`config.mk`:
```
export PLATFORM = sky130hd
export DESIGN_NAME = battle_turn_sequencer_flat
export DESIGN_NICKNAME = d
export VERILOG_FILES = /design/src/rtl/battle_turn_sequencer_if.sv /design/src/rtl/battle_turn_sequencer.sv /design/src/flat_wrapper.sv
export SDC_FILE = /design/constraint.sdc
export NUM_CORES = 1
export LEC_CHECK = 0
export CELL_PAD_IN_SITES_DETAIL_PLACEMENT = 1
export CELL_PAD_IN_SITES_GLOBAL_PLACEMENT = 1
export CORE_MARGIN = 8
export CORE_UTILIZATION = 40
export CTS_BUF_LIST = sky130_fd_sc_hd__clkbuf_2
export DETAILED_ROUTE_END_ITERATION = 10
export MAX_ROUTING_LAYER = met4
export PLACE_DENSITY = 0.95
export SYNTH_ARGS = -nofsm -noshare
export SYNTH_HDL_FRONTEND = slang
export SYNTH_SLANG_ARGS = --single-unit
```
`constraint.sdc`:
```
create_clock -name clk -period 5.92 [get_ports clk]
set_input_delay 0.888 -clock clk [delete_from_list [all_inputs] [get_ports clk]]
set_output_delay 0.888 -clock clk [all_outputs]
set_load 0.1 [all_outputs]
```
`src/rtl/battle_turn_sequencer_if.sv`:
```
// Signal bundle between keypad decode / combat engine and battle_turn_sequencer.
// master = stimulus side (keypad + engine), slave = the sequencer itself.
interface battle_turn_sequencer_if;
    logic       collision_detected;
    logic       key_valid;
    logic [1:0] key_choice;
    logic [4:0] player_sword_left;
    logic [4:0] player_bat_left;
    logic [4:0] enemy_sword_left;
    logic [4:0] enemy_bat_left;
    logic       player_win_in;
    logic       enemy_win_in;
    logic       player_turn;
    logic       attacker_turn;
    logic [1:0] player_choice;
    logic [1:0] enemy_choice;
    logic       battle_active;
    logic       awaiting_key;
    logic [7:0] turn_count;
    logic       battle_over;
    logic       winner;

    modport master (
        output collision_detected, key_valid, key_choice,
               player_sword_left, player_bat_left, enemy_sword_left, enemy_bat_left,
               player_win_in, enemy_win_in,
        input  player_turn, attacker_turn, player_choice, enemy_choice,
               battle_active, awaiting_key, turn_count, battle_over, winner
    );

    modport slave (
        input  collision_detected, key_valid, key_choice,
               player_sword_left, player_bat_left, enemy_sword_left, enemy_bat_left,
               player_win_in, enemy_win_in,
        output player_turn, attacker_turn, player_choice, enemy_choice,
               battle_active, awaiting_key, turn_count, battle_over, winner
    );
endinterface

```
`src/rtl/battle_turn_sequencer.sv`:
```
// Battle turn sequencer: alternates player/enemy strikes, picks enemy attacks from an LFSR, declares the winner.
// Optional feature macro TURN_TIMEOUT_EN: forces a punch (P) strike after TIMEOUT_CYC idle cycles in PLAYER_WAIT.
module battle_turn_sequencer #(
    parameter int         SETTLE_CYC  = 3,
    parameter int         THINK_CYC   = 8,
    parameter logic [7:0] LFSR_SEED   = 8'hA5,
    parameter int         TIMEOUT_CYC = 255
) (
    input  logic                   clk,
    input  logic                   rst,
    battle_turn_sequencer_if.slave seq
);

    typedef enum logic [3:0] {
        S_IDLE, S_START, S_PWAIT, S_PSTRIKE, S_PSETTLE,
        S_ETHINK, S_ESTRIKE, S_ESETTLE, S_OVER
    } state_t;

    localparam int CNT_MAX = (SETTLE_CYC > THINK_CYC) ? SETTLE_CYC : THINK_CYC;
    localparam int CW      = $clog2(CNT_MAX + 1);
    localparam logic [CW-1:0] SETTLE_LAST = CW'(SETTLE_CYC - 1);
    localparam logic [CW-1:0] THINK_LAST  = CW'(THINK_CYC - 1);

    state_t        state_q;
    logic [CW-1:0] cnt_q;
    logic [7:0]    lfsr_q;
    logic [7:0]    lfsr_d;
    logic          coll_q;
    logic          player_turn_q;
    logic          attacker_turn_q;
    logic [1:0]    player_choice_q;
    logic [1:0]    enemy_choice_q;
    logic          active_q;
    logic          await_q;
    logic [7:0]    turns_q;
    logic [7:0]    turns_inc;
    logic          over_q;
    logic          winner_q;

    logic          start;
    logic          leave;
    logic          key_accept;
    logic [1:0]    enemy_pick;
    logic          tmo_fire;

    // Right-shift Galois form of x^8+x^6+x^5+x^4+1.
    assign lfsr_d = {1'b0, lfsr_q[7:1]} ^ (lfsr_q[0] ? 8'hB8 : 8'h00);

    assign start = seq.collision_detected & ~coll_q;
    // Losing the collision ends any battle; in OVER this is the normal exit.
    assign leave = ~seq.collision_detected & (state_q != S_IDLE);

    assign key_accept = seq.key_valid &
                        (~seq.key_choice[1] |
                         (seq.key_choice[0] ? (|seq.player_sword_left) : (|seq.player_bat_left)));

    always_comb begin
        enemy_pick = lfsr_q[1:0];
        if ((lfsr_q[1:0] == 2'b10 && seq.enemy_bat_left == 5'd0) ||
            (lfsr_q[1:0] == 2'b11 && seq.enemy_sword_left == 5'd0))
            enemy_pick = 2'b01;
    end

    assign turns_inc = (turns_q == 8'hFF) ? turns_q : turns_q + 8'd1;

`ifdef TURN_TIMEOUT_EN
    localparam int TW = $clog2(TIMEOUT_CYC + 1);
    localparam logic [TW-1:0] TMO_LAST = TW'(TIMEOUT_CYC - 1);

    logic [TW-1:0] tmo_q;

    // Held at zero outside PLAYER_WAIT so every wait starts a fresh count.
    always_ff @(posedge clk) begin
        if (rst || state_q != S_PWAIT)
            tmo_q <= '0;
        else
            tmo_q <= tmo_q + 1'b1;
    end

    assign tmo_fire = (state_q == S_PWAIT) && (tmo_q == TMO_LAST);
`else
    // Timeout disabled: never fires; the parameter is only referenced to keep overrides legal.
    assign tmo_fire = (TIMEOUT_CYC < 0);
`endif

    always_ff @(posedge clk) begin
        if (rst) begin
            state_q         <= S_IDLE;
            cnt_q           <= '0;
            lfsr_q          <= LFSR_SEED;
            coll_q          <= 1'b0;
            player_turn_q   <= 1'b0;
            attacker_turn_q <= 1'b0;
            player_choice_q <= 2'b00;
            enemy_choice_q  <= 2'b00;
            active_q        <= 1'b0;
            await_q         <= 1'b0;
            turns_q         <= 8'd0;
            over_q          <= 1'b0;
            winner_q        <= 1'b0;
        end else begin
            lfsr_q          <= lfsr_d;
            coll_q          <= seq.collision_detected;
            player_turn_q   <= 1'b0;
            attacker_turn_q <= 1'b0;

            if (leave) begin
                state_q         <= S_IDLE;
                cnt_q           <= '0;
                player_choice_q <= 2'b00;
                enemy_choice_q  <= 2'b00;
                active_q        <= 1'b0;
                await_q         <= 1'b0;
                turns_q         <= 8'd0;
                over_q          <= 1'b0;
                winner_q        <= 1'b0;
            end else begin
                case (state_q)
                    S_IDLE: begin
                        if (start) begin
                            state_q  <= S_START;
                            active_q <= 1'b1;
                            turns_q  <= 8'd0;
                        end
                    end
                    S_START: begin
                        state_q <= S_PWAIT;
                        await_q <= 1'b1;
                    end
                    S_PWAIT: begin
                        if (key_accept || tmo_fire) begin
                            state_q         <= S_PSTRIKE;
                            await_q         <= 1'b0;
                            player_turn_q   <= 1'b1;
                            turns_q         <= turns_inc;
                            player_choice_q <= key_accept ? seq.key_choice : 2'b00;
                        end
                    end
                    S_PSTRIKE: begin
                        state_q <= S_PSETTLE;
                        cnt_q   <= '0;
                    end
                    S_PSETTLE: begin
                        if (cnt_q == SETTLE_LAST) begin
                            if (seq.player_win_in || seq.enemy_win_in) begin
                                state_q  <= S_OVER;
                                over_q   <= 1'b1;
                                active_q <= 1'b0;
                                winner_q <= seq.player_win_in;
                            end else begin
                                state_q <= S_ETHINK;
                                cnt_q   <= '0;
                            end
                        end else begin
                            cnt_q <= cnt_q + 1'b1;
                        end
                    end
                    S_ETHINK: begin
                        if (cnt_q == THINK_LAST) begin
                            state_q         <= S_ESTRIKE;
                            attacker_turn_q <= 1'b1;
                            turns_q         <= turns_inc;
                            enemy_choice_q  <= enemy_pick;
                        end else begin
                            cnt_q <= cnt_q + 1'b1;
                        end
                    end
                    S_ESTRIKE: begin
                        state_q <= S_ESETTLE;
                        cnt_q   <= '0;
                    end
                    S_ESETTLE: begin
                        if (cnt_q == SETTLE_LAST) begin
                            // Enemy win has priority after the enemy's own strike.
                            if (seq.player_win_in || seq.enemy_win_in) begin
                                state_q  <= S_OVER;
                                over_q   <= 1'b1;
                                active_q <= 1'b0;
                                winner_q <= ~seq.enemy_win_in;
                            end else begin
                                state_q <= S_PWAIT;
                                await_q <= 1'b1;
                            end
                        end else begin
                            cnt_q <= cnt_q + 1'b1;
                        end
                    end
                    S_OVER: begin
                        state_q <= S_OVER;
                    end
                    default: begin
                        state_q <= S_IDLE;
                    end
                endcase
            end
        end
    end

    assign seq.player_turn   = player_turn_q;
    assign seq.attacker_turn = attacker_turn_q;
    assign seq.player_choice = player_choice_q;
    assign seq.enemy_choice  = enemy_choice_q;
    assign seq.battle_active = active_q;
    assign seq.awaiting_key  = await_q;
    assign seq.turn_count    = turns_q;
    assign seq.battle_over   = over_q;
    assign seq.winner        = winner_q;

endmodule

```
`src/flat_wrapper.sv`:
```
// flat-port wrapper written by rule: the top's interface ports become plain ports
module battle_turn_sequencer_flat 
#(
    parameter int         SETTLE_CYC  = 3,
    parameter int         THINK_CYC   = 8,
    parameter logic [7:0] LFSR_SEED   = 8'hA5,
    parameter int         TIMEOUT_CYC = 255
)
  (clk, rst, seq_collision_detected, seq_key_valid, seq_key_choice, seq_player_sword_left, seq_player_bat_left, seq_enemy_sword_left, seq_enemy_bat_left, seq_player_win_in, seq_enemy_win_in, seq_player_turn, seq_attacker_turn, seq_player_choice, seq_enemy_choice, seq_battle_active, seq_awaiting_key, seq_turn_count, seq_battle_over, seq_winner);
  battle_turn_sequencer_if seq_i ();
  input  logic clk;
  input  logic rst;
  input wire logic [$bits(seq_i.collision_detected)-1:0] seq_collision_detected;
  input wire logic [$bits(seq_i.key_valid)-1:0] seq_key_valid;
  input wire logic [$bits(seq_i.key_choice)-1:0] seq_key_choice;
  input wire logic [$bits(seq_i.player_sword_left)-1:0] seq_player_sword_left;
  input wire logic [$bits(seq_i.player_bat_left)-1:0] seq_player_bat_left;
  input wire logic [$bits(seq_i.enemy_sword_left)-1:0] seq_enemy_sword_left;
  input wire logic [$bits(seq_i.enemy_bat_left)-1:0] seq_enemy_bat_left;
  input wire logic [$bits(seq_i.player_win_in)-1:0] seq_player_win_in;
  input wire logic [$bits(seq_i.enemy_win_in)-1:0] seq_enemy_win_in;
  output wire logic [$bits(seq_i.player_turn)-1:0] seq_player_turn;
  output wire logic [$bits(seq_i.attacker_turn)-1:0] seq_attacker_turn;
  output wire logic [$bits(seq_i.player_choice)-1:0] seq_player_choice;
  output wire logic [$bits(seq_i.enemy_choice)-1:0] seq_enemy_choice;
  output wire logic [$bits(seq_i.battle_active)-1:0] seq_battle_active;
  output wire logic [$bits(seq_i.awaiting_key)-1:0] seq_awaiting_key;
  output wire logic [$bits(seq_i.turn_count)-1:0] seq_turn_count;
  output wire logic [$bits(seq_i.battle_over)-1:0] seq_battle_over;
  output wire logic [$bits(seq_i.winner)-1:0] seq_winner;
  assign seq_i.collision_detected = seq_collision_detected;
  assign seq_i.key_valid = seq_key_valid;
  assign seq_i.key_choice = seq_key_choice;
  assign seq_i.player_sword_left = seq_player_sword_left;
  assign seq_i.player_bat_left = seq_player_bat_left;
  assign seq_i.enemy_sword_left = seq_enemy_sword_left;
  assign seq_i.enemy_bat_left = seq_enemy_bat_left;
  assign seq_i.player_win_in = seq_player_win_in;
  assign seq_i.enemy_win_in = seq_enemy_win_in;
  assign seq_player_turn = seq_i.player_turn;
  assign seq_attacker_turn = seq_i.attacker_turn;
  assign seq_player_choice = seq_i.player_choice;
  assign seq_enemy_choice = seq_i.enemy_choice;
  assign seq_battle_active = seq_i.battle_active;
  assign seq_awaiting_key = seq_i.awaiting_key;
  assign seq_turn_count = seq_i.turn_count;
  assign seq_battle_over = seq_i.battle_over;
  assign seq_winner = seq_i.winner;
  battle_turn_sequencer #(.SETTLE_CYC(SETTLE_CYC), .THINK_CYC(THINK_CYC), .LFSR_SEED(LFSR_SEED), .TIMEOUT_CYC(TIMEOUT_CYC)) u_core (.clk(clk), .rst(rst), .seq(seq_i));
endmodule
```
After elaboration in Yosys (flattened, before gate mapping)
Cells that the tools add are included.

Eq/ne operators: 26. Reduce and logical (&&, ||, !) cells: 29. Shifts and indexed selects: 0. Div/mod/pow operators: 0. Muxes and demuxes: 36. Bitwise gates (word level): 11. $mul: 0. Add/sub/neg operators: 2. Magnitude comparators: 0.

Operators by type and width (count): 4-bit two-way mux (11); 8-bit two-way mux (5); 4-bit one-hot mux with 9 select lines (1); 8-bit one-hot mux with 3 select lines (1); 4-bit by 3-bit == test with 1-bit output, second input constant (5); 2-bit by 1-bit != test with 1-bit output, second input constant (9); 4-bit one-hot mux with 4 select lines (1); 4-bit AND reduction (4); 1-bit two-way mux (13); 4-bit by 2-bit == test with 1-bit output, second input constant (3); 5-bit zero test (2); 5-bit AND reduction (2); 5-bit OR reduction (2); 8-bit by 1-bit adder with 8-bit output, second input constant (1); 8-bit == test, second input constant (1); 4-bit nonzero test (2); 7-bit by 8-bit bitwise XOR with 8-bit output (1); 2-bit != test, second input constant (3); 1-bit inverter (6); 3-bit nonzero test (2); 2-bit OR reduction (3); 3-bit OR reduction (2); 4-bit by 1-bit adder with 4-bit output, second input constant (1); 2-bit == test, second input constant (2); 14 further kinds (21).

Bits in latches: 0. Memories kept: 0. Bits in read-only memories: 0. Output and inout port bits: 18. Register bits after elaboration: 35. Bits in writable memories: 0. Logic and storage cells: 117.

Logic depth before layout (Yosys ltp)
Depth after elaboration: 6. Gate-level depth with buffers: 8.

Worst setup path before layout
Ideal clock, no wire load.

Path type: register to register. Start point: register u_core.turns_q[1] (netlist: u_core.seq.turn_count[1]). End point: register u_core.turns_q[6] (netlist: u_core.seq.turn_count[6]). Required time: 5798 ps. Path buffers: 0. Slack: 3583 ps. Arrival time: 2215 ps. Stages on the path, launching flop included: 6. Cells stage by stage: dfxtp_1 -> ha_1 -> nand4_1 -> or2_2 -> and3_1 -> a221o_1.

Cells in the longest elaborated chain, start to end: 4. Elaborated cells between the ends (all ways): 6.

Ends and longest elaborated chain: start, declared (line battle_turn_sequencer.sv:35) `logic [7:0] turns_q;`; start signal, assigned (line battle_turn_sequencer.sv:135) `turns_q <= turns_inc;`; start signal, assigned (line battle_turn_sequencer.sv:162) `turns_q <= turns_inc;`; 8-bit by 1-bit adder with 8-bit output / 8-bit == test (equally long branches) (line battle_turn_sequencer.sv:64) `assign turns_inc = (turns_q == 8'hFF) ? turns_q : turns_q + 8'd1;`; 8-bit two-way mux * (line battle_turn_sequencer.sv:64); 8-bit two-way mux (on tied branches) (line battle_turn_sequencer.sv:159, battle_turn_sequencer.sv:131); 8-bit one-hot mux with 3 select lines * (line battle_turn_sequencer.sv:118) `case (state_q)`.

Mark *: on every way between the ends. The rest lies on a longest branch, timed or not. The select of a mux whose other input is x is not followed. A chain may end at the register's enable or synchronous reset.

Final worst setup path
Start point: register u_core.turns_q[3] (netlist: u_core.seq.turn_count[3]). End point: output port seq_turn_count[3].

RTL lines: end, declared (line flat_wrapper.sv:28) `output wire logic [$bits(seq_i.turn_count)-1:0] seq_turn_count;`.

No word-level cell between the ends.

==> impl_metrics.json <==
{
  "status": "complete, no violations",
  "cap_violations": 0,
  "rr_startpoint": "u_core.state_q[2]$_SDFFE_PP0P_",
  "grt_pass1_wl_mm": 8.604,
  "antenna_cells": 0,
  "syn-instance-count": 217,
  "fin_worst_skew_ns": 0.01820,
  "critPathKind": "register to output pin",
  "setup_viol": 0,
  "area_growth_syn_to_layout_pct": 27.95,
  "ir_drop_uv": 140.7,
  "fin_tns_setup_ns": 0,
  "critPathRequiredTime_ns": 5.03,
  "synth_compound_gate_area_share": 0.1766,
  "syn-cell-area_um2": 1836,
  "clock-sinks": 35,
  "met1_usage": 0.1662,
  "die_h_um": 83.74,
  "rr_worst_depth": 5,
  "syn_avg_cell_area_um2": 8.459,
  "cts_tree": "built",
  "hold_depth": 1,
  "period_needed_ns": 2.964,
  "ant_nets": 0,
  "synth_nets": 248,
  "clk-insertion-delay-late_ns": 0.40,
  "yosysTopAreaCell": "dfxtp_1",
  "drt_first_pass_iters": 4,
  "postCtsSetupBuffers": 0,
  "cts_max_path_buffers": 2,
  "synth_top_family_by_area": "simple AND/OR/NAND/NOR gates",
  "via_per_inst": 5.855,
  "synth-xor-area-share": 0.02863,
  "post_drt_wl_per_cell_um": 16.98,
  "r2r_setup_slack_ns": 3.27,
  "cts.htree.levels": 2,
  "cp_slowest_cell": "clkdlybuf4s50_1",
  "period_share": 0.5007,
  "critPathArrivalTime_ns": 2.08,
  "gr-usage-all-layers": 0.1514,
  "rows": 24,
  "grt_max_degree": 23,
  "hold_buffers": 0,
  "synthSimpleGateAreaFrac": 0.3136,
  "stdcell_count": 310,
  "coreArea_um2": 4384,
  "gp_congestion": 0.8356,
  "slew_headroom": 0.3426,
  "die_w_um": 83.74,
  "yosysSeqAreaShare": 0.3817,
  "ys_ff_latch": 35,
  "fmax_mhz": 337.4,
  "grt_overflow": 0,
  "hold_class": "register to register",
  "hpwl_mm": 4.070,
  "crit_chain": "clkdlybuf4s50_1",
  "placed_cells": 302,
  "port_buffers": 45,
  "async_reset_ff_frac": 0,
  "gr-max-usage-layer": "met2",
  "die_area_um2": 7012,
  "leakage_nw": 0.8649,
  "yosys-top-cells-area": "dfxtp_1, nor2_1, o21ai_0",
  "crit_family": "buffers and inverters",
  "ys_types": 53,
  "synth_top_area_share": 0.3817,
  "worstSetupEndpointType": "output pin",
  "slew_viol_final": 0,
  "r2r_end": "u_core.seq.turn_count[6]$_SDFFE_PP0P_",
  "ioPinCount": 46,
  "rsz0062_at_grt": "no",
  "start_util": 0.4187,
  "synth_edf_count": 0,
  "hold_path_end": "u_core.lfsr_q[2]$_SDFF_PP1_",
  "ys.flop_type": "dfxtp_1",
  "slowest_delay_ns": 1.18,
  "met2_usage": 0.2477,
  "synth_warnings": 0,
  "vias": 1815,
  "finalPower_mw": 0.6242,
  "tightest_slew_ns": 0.9831,
  "start_kind": "register",
  "crit_fanout": 8,
  "placed_cell_area_um2": 2285,
  "drc": 0,
  "drt-total-wl_mm": 5.265,
  "cts_resized": 0,
  "synthMuxAreaShare": 0.02249,
  "grt_pass1_vias": 1855,
  "layout-drive-gt1-share": 0.06589,
  "synthAdderAreaFrac": 0.02045,
  "hold_viol_final": 0,
  "power.density_nw_per_um2": 265.8,
  "antenna_found_initial": 0,
  "cts-root-buf": "clkbuf_2",
  "cts_buffers": 5,
  "nNetsFinal": 288,
  "worstHoldStart": "u_core.lfsr_q[3]$_SDFF_PP0_",
  "crit_buf_inv": 1,
  "clkTransAtPathRegs_ns": 0.18,
  "drt_iter0_markers": 125,
  "grtUsageMet3": 0.04102,
  "final_area_um2": 2349
}
## cells in the final DEF, fill, tap and decap left out, types with 3 or more instances in the layout
master | netlist | routed
a31oi_1 | 3 | 3
o21ai_0 | 13 | 13
nor4_1 | 6 | 6
or4_1 | 7 | 7
a21oi_1 | 9 | 9
clkdlybuf4s50_1 | 0 | 45
nor2_1 | 27 | 27
mux2i_1 | 3 | 3
or2_2 | 4 | 4
ha_1 | 3 | 3
nand2_1 | 8 | 8
and3_1 | 5 | 5
inv_1 | 8 | 8
nor3_1 | 6 | 6
nand3_1 | 9 | 9
a211oi_1 | 3 | 3
nor2b_1 | 7 | 7
nand2b_1 | 4 | 4
clkbuf_2 | 0 | 5
xnor2_1 | 5 | 5
dfxtp_1 | 35 | 35
## area by class of cell
| class | count | area [um2] |
|---|---|---|
| Tap cell | 52 | 65.06 |
| Clock inverter | 3 | 38.79 |
| Sequential cell | 35 | 700.7 |
| Multi-Input combinational cell | 161 | 1031 |
| Fill cell | 527 | 2036 |
| Clock buffer | 5 | 25.02 |
| Inverter | 8 | 30.03 |
| Timing Repair Buffer | 46 | 457.9 |
## through the flow
stage          utilization  hold WS [ns]  setup slack [ns]
6_report            0.5357        0.4325             2.956
5_1_grt             0.5357        0.4472             2.883
4_1_cts             0.5357        0.4351             2.939
3_5_place_dp        0.5211        0.3945             2.768
3_3_place_gp        0.5211        0.3951             2.869
2_1_floorplan            -        0.3895             3.583
## registers in the layout, indices dropped and copies added (netlist names)
register and count:
u_core.seq.awaiting_key 1, u_core.seq.player_choice 2, u_core.seq.winner 1, u_core.coll_q 1, u_core.seq.enemy_choice 2, u_core.seq.attacker_turn 1
u_core.state_q 4, u_core.seq.battle_over 1, u_core.lfsr_q 8, u_core.seq.battle_active 1, u_core.seq.player_turn 1, u_core.cnt_q 4
u_core.seq.turn_count 8
## cells in the mapped netlist, drive strengths merged (2+ instances only)
| master | count |
|---|---|
| or3 | 2 |
| o31ai | 2 |
| and3 | 5 |
| nor3b | 2 |
| nand2 | 8 |
| nor3 | 6 |
| xnor2 | 5 |
| nand2b | 4 |
| dfxtp | 35 |
| a2111oi | 2 |
| nand4 | 2 |
| a21oi | 9 |
| nand3 | 9 |
| mux2i | 3 |
| inv | 8 |
| a31oi | 3 |
| o41ai | 2 |
| ha | 3 |
| clkbuf | 7 |
| nand4b | 2 |
| nor2b | 7 |
| o311ai | 2 |
| o21ai | 13 |
| buf | 6 |
| a211oi | 3 |
| o21a | 2 |
| or2 | 4 |
| a32oi | 2 |
| nor4 | 7 |
| or4 | 7 |
| nor2 | 27 |
## cells by family after synthesis
| logic type | count (synthesis) |
|---|---|
| AND/OR/NAND/NOR | 100 |
| flip-flops | 35 |
| XOR/XNOR | 6 |
| multiplexers | 4 |
| AO/OA/AOI/OAI | 48 |
| adder cells (fa/ha/maj) | 3 |
| buffers and inverters | 21 |
## power by group
part           internal (mW)  switching, mW  leakage (nW)
clock network         0.0695         0.0835        0.0404
logic                 0.0702          0.118         0.539
registers              0.252         0.0303         0.285
total                  0.392          0.232         0.865
## metal layers
layer | routed length, um | part of all wire
met1 | 2365 | 0.45
met2 | 2563 | 0.49
met3 | 240 | 0.046
met4 | 95 | 0.018
met5 | 0 | 0
## worst max path at each step
| stage | slack (ns) | start | cells past startpoint | endpoint |
|---|---|---|---|---|
| floorplan | 3.58 | u_core.seq.turn_count[1]$_SDFFE_PP0P_ | 5 | u_core.seq.turn_count[6]$_SDFFE_PP0P_ |
| global placement | 2.87 | seq_player_bat_left[0] | 6 | u_core.seq.turn_count[6]$_SDFFE_PP0P_ |
| detailed placement | 2.77 | seq_player_sword_left[0] | 6 | u_core.seq.turn_count[6]$_SDFFE_PP0P_ |
| CTS | 2.94 | u_core.seq.turn_count[3]$_SDFFE_PP0P_ | 1 | seq_turn_count[3] |
| global route | 2.88 | u_core.seq.turn_count[3]$_SDFFE_PP0P_ | 1 | seq_turn_count[3] |
| finish | 2.96 | u_core.seq.turn_count[3]$_SDFFE_PP0P_ | 1 | seq_turn_count[3] |
No activity file was read; power rests on OpenSTA's default activity.
